$ cat src/rtl/serial_adder_n.sv
// serial_adder_n
// Bit-serial adder/subtractor. One full-add step per clock, LSB first, built
// from two half-adder stages and a carry flip-flop. Operands are latched on an
// accepted start; the result registers update only when the last bit is done.
//
// state | meaning
// ------+---------------------------------------------------------------
// IDLE  | waiting for start; result registers hold the previous result
// BUSY  | one operand bit per clock, WIDTH clocks in total
// DONE  | result valid and new, done pulses for one cycle, then IDLE

module serial_adder_n #(
  parameter int WIDTH = 8
) (
  input  logic             clk,
  input  logic             rst_n,
  input  logic             start,
  input  logic             sub,
  input  logic [WIDTH-1:0] a,
  input  logic [WIDTH-1:0] b,
  input  logic             cin,
  output logic [WIDTH-1:0] sum,
  output logic             cout,
  output logic             ovf,
  output logic             busy,
  output logic             done
);

  localparam int CW = (WIDTH > 1) ? $clog2(WIDTH) : 1;

  typedef enum logic [1:0] {
    S_IDLE = 2'd0,
    S_BUSY = 2'd1,
    S_DONE = 2'd2
  } state_t;

  state_t state, state_nx;

  logic [WIDTH-1:0] a_sh, b_sh, s_sh;
  logic             c;
  logic [CW-1:0]    cnt;

  logic ha1_s, ha1_c, ha2_c;
  logic s_bit, c_nx, last_bit;

  // Two half-adder stages form the full-add step on the current LSBs
  always_comb begin
    ha1_s    = a_sh[0] ^ b_sh[0];
    ha1_c    = a_sh[0] & b_sh[0];
    s_bit    = ha1_s ^ c;
    ha2_c    = ha1_s & c;
    c_nx     = ha1_c | ha2_c;
    last_bit = (cnt == CW'(WIDTH - 1));
  end

  // State register
  always_ff @(posedge clk or negedge rst_n) begin
    if (!rst_n) state <= S_IDLE;
    else        state <= state_nx;
  end

  // Next-state logic
  always_comb begin
    state_nx = state;
    case (state)
      S_IDLE:  if (start) state_nx = S_BUSY;
      S_BUSY:  if (last_bit) state_nx = S_DONE;
      S_DONE:  state_nx = S_IDLE;
      default: state_nx = S_IDLE;
    endcase
  end

  // Output decode from the state register only
  always_comb begin
    busy = (state == S_BUSY);
    done = (state == S_DONE);
  end

  // Operand shifters, carry, bit counter and result registers.
  // The carry into the MSB is the current c on the last step, so signed
  // overflow is taken directly as c ^ c_nx without a separate holding flop.
  always_ff @(posedge clk or negedge rst_n) begin
    if (!rst_n) begin
      a_sh <= '0;
      b_sh <= '0;
      s_sh <= '0;
      c    <= 1'b0;
      cnt  <= '0;
      sum  <= '0;
      cout <= 1'b0;
      ovf  <= 1'b0;
    end else begin
      case (state)
        S_IDLE: begin
          if (start) begin
            a_sh <= a;
            b_sh <= sub ? ~b : b;
            c    <= sub ? 1'b1 : cin;
            cnt  <= '0;
          end
        end
        S_BUSY: begin
          a_sh <= {1'b0, a_sh[WIDTH-1:1]};
          b_sh <= {1'b0, b_sh[WIDTH-1:1]};
          s_sh <= {s_bit, s_sh[WIDTH-1:1]};
          c    <= c_nx;
          if (last_bit) begin
            sum  <= {s_bit, s_sh[WIDTH-1:1]};
            cout <= c_nx;
            ovf  <= c ^ c_nx;
          end else begin
            cnt <= cnt + 1'b1;
          end
        end
        default: ;
      endcase
    end
  end

endmodule

$ cat config.mk
export PLATFORM = sky130hd
export DESIGN_NAME = serial_adder_n
export DESIGN_NICKNAME = d
export VERILOG_FILES = /design/src/rtl/serial_adder_n.sv
export SDC_FILE = /design/constraint.sdc
export NUM_CORES = 1
export LEC_CHECK = 0
export CAP_MARGIN = 10
export CORE_UTILIZATION = 54
export CTS_BUF_LIST = sky130_fd_sc_hd__clkbuf_4 sky130_fd_sc_hd__clkbuf_8
export DETAILED_ROUTE_END_ITERATION = 8
export PLACE_DENSITY = 0.87
export SLEW_MARGIN = 15
export SYNTH_ARGS = -nofsm -noshare
export SYNTH_HDL_FRONTEND = slang
export SYNTH_SLANG_ARGS = --single-unit
$ cat constraint.sdc
create_clock -name clk -period 2.2 [get_ports clk]
set_input_delay 0.44 -clock clk [delete_from_list [all_inputs] [get_ports clk]]
set_output_delay 0.44 -clock clk [all_outputs]
set_load 0.02 [all_outputs]
# After elaboration in Yosys (flattened, before gate mapping)
# Cells that the tools add are included.
dict set report totals {
  wordCells 43
  inputBits 21
  out_inout_bits 12
  regBits 40
}
dict set report op_classes {
  add_sub_neg 1
  reduce_logical 6
  n_eq_ne 6
  n_bitwise 7
  mux 14
}
# cell count
set op_table {}
lappend op_table {{8-bit one-hot mux with 2 select lines} 2}
lappend op_table {{8-bit 2-to-1 mux} 3}
lappend op_table {{8-bit inverter} 1}
lappend op_table {{3-bit 2-to-1 mux} 2}
lappend op_table {{3-bit one-hot mux with 2 select lines} 1}
lappend op_table {{2-bit AND reduction} 3}
lappend op_table {{2-bit 2-to-1 mux} 2}
lappend op_table {{2-bit inequality test, second input constant} 2}
lappend op_table {{2-bit one-hot mux with 2 select lines} 1}
lappend op_table {{3-bit by 1-bit adder with 3-bit output, second input constant} 1}
lappend op_table {{3-bit == test, second input constant} 1}
lappend op_table {{3-bit AND reduction} 1}
lappend op_table {{1-bit XOR} 3}
lappend op_table {{1-bit AND} 2}
lappend op_table {{2-bit by 1-bit == test with 1-bit output, second input constant} 1}
lappend op_table {{2-bit == test, second input constant} 1}
lappend op_table {{2-bit zero test} 1}
lappend op_table {{1-bit 2-to-1 mux} 2}
lappend op_table {{2-bit by 1-bit inequality test with 1-bit output, second input constant} 1}
lappend op_table {{1-bit one-hot mux with 2 select lines} 1}
lappend op_table {{2-bit nonzero test} 1}
lappend op_table {{1-bit OR} 1}

# Depth between registers and ports, before layout
# Gate-level depths: netlist of the first run.
dict set report logic_depth {
  ltp_word 4
  mapped_depth 6
  ltp_nobuf 5
}

# Least setup slack after synthesis of the first run
# OpenSTA, ideal clock, no wires.
dict set report synth_timing {
  path_kind {flip-flop to flip-flop}
  startpoint {reg cnt[0]}
  endpoint {reg cout}
  setup_slack_ns 0.668
  n_path_buf 1
  t_required_ns 2.075
  period_less_slack_ns 1.532
  arrival_time_ns 1.407
  stages_incl_launch_ff 6
  setup_time_ns 0.125
  path_cell_list {dfrtp_1 ha_1 ha_1 nand3b_2 buf_6 mux2_4}
}
dict set report synth_via {
  elab_chain_len 2
}
# element line
set synth_rtl {}
lappend synth_rtl {{start: declaration} 41} ;# logic [CW-1:0] cnt;
lappend synth_rtl {{start signal: assignment} 112} ;# cnt <= cnt + 1'b1;
lappend synth_rtl {{3-bit == test} 53} ;# last_bit = (cnt == CW'(WIDTH - 1));
lappend synth_rtl {{2-bit AND reduction (no source line)} --}
lappend synth_rtl {{end signal: assignment} 109} ;# cout <= c_nx;
lappend synth_rtl {{end: declaration} 23} ;# output logic cout,
# No other way between the ends.
# A chain may end at the register's enable or synchronous reset.

# Worst setup path in the final report of the first run
dict set report layout_timing {
  startpoint {reg state[1]}
  endpoint {out busy}
}
dict set report layout_via {
  elab_chain_len 1
}
# element line
set layout_rtl {}
lappend layout_rtl {{start: declaration} 37} ;# state_t state, state_nx;
lappend layout_rtl {{start signal: assignment} 59} ;# else state <= state_nx;
lappend layout_rtl {{2-bit by 1-bit == test with 1-bit output} 75} ;# busy = (state == S_BUSY);
lappend layout_rtl {{end: declaration} 25} ;# output logic busy,
# No other way between the ends.

==> results.json, run 1 <==
{
  "crit_path_cell_trace": "nand2b_1, inv_1, clkdlybuf4s50_1",
  "ys_types": 26,
  "cts_max_level": 2,
  "end_kind": "primary output",
  "hpwl_mm": 2.47,
  "peakVddDrop_uv": 561,
  "port_buffers": 32,
  "clk_pin_slew_ns": 0.11,
  "yosys-top-cells-area": "dfrtp_1 54%, nand2_1 9.8%, mux2_4 5.9%, mux2i_1 3.9%, xor2_1 3.4%",
  "synthCells": 169,
  "ant_nets": 0,
  "outcome": "finished, final reports clean",
  "tns_ns": 0,
  "grt_pass1_wl_mm": 5.83,
  "p_leak_nw": 1.02,
  "pwr_density_cell_nw_per_um2": 1350,
  "setup_viol": 0,
  "mappedNetlistArea_um2": 1800,
  "cts_setup_buffers": 0,
  "synth_top_area_share": 0.544,
  "synth-seq-cells": 39,
  "antenna_found_initial": 0,
  "grt_pass1_vias": 1296,
  "crit_arrival_ns": 1.66,
  "synth.avg_cell_area_um2": 10.6,
  "core-area_um2": 3100,
  "drv_cap": 0,
  "synth.largest_area_cell": "dfrtp_1",
  "required_ns": 1.76,
  "tightest_slew_ns": 0.836,
  "rows": 20,
  "hold_viol": 0,
  "ios": 33,
  "synthToLayoutAreaGrowth_pct": 21.8,
  "slew_viol_final": 0,
  "clk_path_buf_depth": 2,
  "fin_crit_sh": 0.955,
  "drive_gt1_frac": 0.118,
  "clock-sinks": 39,
  "grt_max_degree": 40,
  "synthesis.nets": 193,
  "dr_wl_met3_um": 174,
  "vias": 1307,
  "top_layer": "met4",
  "critPathBufInv": 2,
  "wl_per_cell_um": 13.5,
  "clock_skew_ns": 0.00631,
  "gp_congestion": 0.723,
  "antenna_cells": 0,
  "final_design_area_no_fill_um2": 2190,
  "clkLatencyLatePin_ns": 0.34,
  "cts_tree": "built",
  "rsz0062_at_grt": "no",
  "routed_wl_mm": 3.35,
  "period_minus_slack_ns": 2.10,
  "grt_overflow": 0,
  "cts_made_buffers": 5,
  "die_y_um": 59.7,
  "cts.repair.resized": 0,
  "synth-warning-count": 0,
  "start_util": 0.579,
  "hold_class": "input pin to async pin",
  "placed_area_um2": 2130,
  "slew_headroom": 0.443,
  "fmax_ghz": 0.476,
  "initialDrtViolationCount": 33,
  "critPathTopFamily": "buffers and inverters",
  "drt_pass1_iterations": 4,
  "fin_nets": 227,
  "critical_path.max_fanout": 8,
  "fp.dieW_um": 59.7,
  "cpPeakStageDelay_ns": 0.60,
  "drc": 0,
  "startpoint_type": "register",
  "synth.yosys.seq_area_share": 0.544,
  "cts-hold-fix-buffers": 0,
  "fp.dieArea_um2": 3560,
  "wl_met1_mm": 1.45,
  "hold_slack_ns": 0.192,
  "root_buffer": "clkbuf_4",
  "power.total_w": 0.00295,
  "wl_met2_mm": 1.66,
  "reg2reg_setup_slack_ns": 0.43,
  "grt_usage": 0.224,
  "viasPerCell": 5.27,
  "worst-setup-path-type": "register to primary output",
  "utilization": 0.705,
  "cpMaxStageDelayCell": "clkdlybuf4s50_1"
}
final cells by class:
type	count	area (um^2)
fill	251	916
multi-input combinational	118	742
clock buffer	7	52.6
sequential	39	976
timing repair buffer	36	345
tap	44	55.1
inverter	3	11.3
clock inverter	1	5.00
per-stage QoR:
step / setup slack (ns) / std cells
detailed placement: 0.418 / 240
global route: 0.0137 / 248
CTS: 0.0866 / 248
floorplan: 0.668 / 169
finish: 0.0980 / 248
global placement: 0.508 / 240
Yosys cell counts:
cell,n
a22oi_1,2
nand3b_2,1
nand2_1,47
ha_1,2
a31oi_1,7
nand2b_1,2
buf_2,5
o21ai_0,11
nor2_1,10
buf_6,3
mux2_2,2
mux2_4,7
xor2_1,7
nor2b_1,2
mux2i_1,7
inv_1,3
a32o_1,1
fa_1,1
a211oi_1,1
buf_4,1
dfrtp_1,39
o31ai_1,1
o21bai_2,1
xnor2_1,2
nor3_1,2
a21oi_1,2
final timing paths:
kind,startpoint,to,cells after the start
hold / removal,rst_n,sum[1],1
setup / recovery,state[1],busy,3
setup reg to reg,cnt[0],sum[1],4
min in group clk,s_sh[1],s_sh[1],2
hold reg to reg,s_sh[1],s_sh[1],2
max in group asynchronous,rst_n,a_sh[4],1
state kept, by name, indices dropped and copies added (netlist names):
| name | count |
|---|---|
| cout | 1 |
| a_sh | 8 |
| cnt | 3 |
| ovf | 1 |
| sum | 8 |
| s_sh | 7 |
| c | 1 |
| b_sh | 8 |
| state | 2 |
kinds of logic (layout without fill, tap and decap cells):
kind of cell               after synthesis  in the layout  synth area share
xor gates and xnor gates                 9              9            0.0439
and+or+nand+nor                         64             64             0.145
adders and majority gates                3              3            0.0251
buffers and inverters                   12             47            0.0432
AOI/OAI and AO/OA                       26             26            0.0892
muxes                                   16             16             0.110
DFF                                     39             39             0.544
where the power goes:
group / total (W) / internal, W / switching [W]
clock network: 0.000367 / 0.000149 / 0.000217
logic: 0.00131 / 0.000643 / 0.000669
registers: 0.00127 / 0.00105 / 0.000220
layer usage:
layer  vias up  GRT usage
met4         0     0.0997
met1       619      0.274
met3        11     0.0649
met2        45      0.365
met5         -          0
li1        632          -
cells in the final DEF, fill, tap and decap left out:
master / count
inv_1: 3
nor2b_1: 2
nand3b_2: 1
mux2_4: 7
dfrtp_1: 39
a22oi_1: 2
mux2i_1: 7
fa_1: 1
nand2b_1: 2
o21ai_0: 11
clkdlybuf4s50_1: 31
buf_4: 4
a211oi_1: 1
a32o_1: 1
xnor2_1: 2
o21bai_2: 1
clkbuf_4: 7
nand2_1: 47
nor3_1: 2
nor2_1: 10
clkinv_2: 1
buf_2: 1
a31oi_1: 7
o31ai_1: 1
ha_1: 2
xor2_1: 7
a21oi_1: 2
mux2_2: 2
Note: power is estimated with default switching activity, not from simulation.
==> inputs of run 2 (changes only) <==
- CORE_UTILIZATION: 54 -> 50
- HOLD_SLACK_MARGIN: unset -> 0.05
- PLACE_DENSITY: 0.87 -> 0.82
==> results.json, run 2 (synthesis results as in run 1) <==
{
  "outcome": "finished, final reports clean",
  "fin_crit_sh": 0.932,
  "hold_slack_ns": 0.181,
  "pwr_density_cell_nw_per_um2": 1340,
  "fp.dieW_um": 61.9,
  "period_minus_slack_ns": 2.05,
  "hpwl_mm": 2.50,
  "crit_path_cell_trace": "nor2b_1, clkdlybuf4s50_1",
  "peakVddDrop_uv": 449,
  "slew_viol_final": 0,
  "grt_max_degree": 40,
  "grt_overflow": 0,
  "startpoint_type": "register",
  "hold_class": "input pin to async pin",
  "fillCellCount": 265,
  "slew_headroom": 0.444,
  "wl_per_cell_um": 13.5,
  "drc": 0,
  "core-area_um2": 3390,
  "startpoint": "state[1]",
  "drive_gt1_frac": 0.118,
  "rsz0062_at_grt": "no",
  "cpPeakStageDelay_ns": 0.62,
  "clock-sinks": 39,
  "start_util": 0.530,
  "fmax_ghz": 0.488,
  "cts-hold-fix-buffers": 0,
  "setup_viol": 0,
  "cts.repair.resized": 0,
  "ios": 33,
  "port_buffers": 32,
  "place_ws_ns": 0.401,
  "switchingPower_w": 0.00109,
  "multi_input_area_um2": 742,
  "grt_usage": 0.198,
  "ant_nets": 0,
  "die_y_um": 61.9,
  "synthToLayoutAreaGrowth_pct": 22.1,
  "fp.dieArea_um2": 3830,
  "clkPwrFrac": 0.125,
  "crit_arrival_ns": 1.61,
  "swShare": 0.373,
  "internal-power_w": 0.00184,
  "routed_wl_mm": 3.37,
  "clkLatencyLatePin_ns": 0.35,
  "tightest_slew_ns": 0.834,
  "drv_cap": 0,
  "gp_congestion": 0.776,
  "clk_pin_slew_ns": 0.10,
  "p_comb_frac": 0.441,
  "fin_ws_ns": 0.150,
  "viasPerCell": 5.12,
  "tns_ns": 0,
  "final_design_area_no_fill_um2": 2190,
  "hold_viol": 0,
  "cts_setup_buffers": 0,
  "placed_area_um2": 2130,
  "end_kind": "primary output",
  "required_ns": 1.76,
  "register_area_um2": 976,
  "cts_tree": "built",
  "worst-setup-path-type": "register to primary output",
  "final_common_cell": "nand2_1",
  "initialDrtViolationCount": 80,
  "grt_pass1_wl_mm": 5.18,
  "drt_pass1_iterations": 4,
  "power_frac_seq": 0.435,
  "vias": 1281,
  "antenna_cells": 0,
  "cts_max_level": 2,
  "cpMaxStageDelayCell": "clkdlybuf4s50_1",
  "fin_nets": 227,
  "clk_path_buf_depth": 2,
  "cts_made_buffers": 5,
  "critical_path.max_fanout": 8,
  "p_leak_nw": 1.03,
  "antenna_found_initial": 0,
  "reg_top3": "a_sh: 8 flops, b_sh: 8 flops, sum: 8 flops",
  "rows": 21,
  "grt_pass1_vias": 1169,
  "most-common-layout-cells": "47 x nand2_1, 39 x dfrtp_1, 30 x clkdlybuf4s50_1, 11 x o21ai_0, 10 x nor2_1",
  "clock_skew_ns": 0.0106,
  "r2r-start": "cnt[0]",
  "root_buffer": "clkbuf_4"
}
==> run 2: cell count changes in the layout (fill, tap and decap cells not counted) <==
| cell | change |
|---|---|
| dlymetal6s2s_1 | +1 |
| clkdlybuf4s50_1 | -1 |
==> run 2: area by class of cell <==
class                           instances  share of cell area
Tap cell                               46              0.0263
Timing Repair Buffer                   36               0.159
Clock inverter                          1             0.00228
Sequential cell                        39               0.445
Inverter                                3             0.00514
Clock buffer                            7              0.0240
Multi-Input combinational cell        118               0.338
==> run 2: metal layers <==
metal	part of all wire	GRT usage	routed length [um]
met1	0.43	0.234	1440
met4	0.024	0.121	82
met5	0	0	0
met2	0.51	0.323	1730
met3	0.036	0.0518	120
==> run 2: worst paths after layout <==
| kind | slack, ns | to | cells past startpoint |
|---|---|---|---|
| min reg2reg | 0.49 | s_sh[1] | 2 |
| max reg2reg | 0.44 | sum[0] | 4 |
| max in group asynchronous | 1.49 | s_sh[1] | 1 |
| min in group clk | 0.49 | s_sh[1] | 2 |
| min | 0.18 | sum[3] | 1 |
| max | 0.15 | done | 2 |
==> run 2: per-stage QoR <==
step                      utilization  cells  total power (W)
final                           0.647    250          0.00293
after global routing            0.647    250          0.00316
after CTS                       0.646    250          0.00296
after global placement          0.629    242          0.00250
after floorplan                     -    169          0.00217
after detailed placement        0.629    242          0.00260
==> run 2: power groups by stage <==
stage | clock network [W] | logic [W] | registers [W]
after floorplan | 0 | 0.000835 | 0.00134
after CTS | 0.000375 | 0.00131 | 0.00128
after global placement | 0 | 0.00125 | 0.00126
after detailed placement | 0 | 0.00131 | 0.00129
final | 0.000366 | 0.00129 | 0.00128
after global routing | 0.000409 | 0.00143 | 0.00132
==> run 2: critical path, delay by kind of cell (launching register included) <==
family / cells / cell delay [ns]
buffers and inverters: 1 / 0.62
DFF: 1 / 0.45
and+or+nand+nor: 1 / 0.19
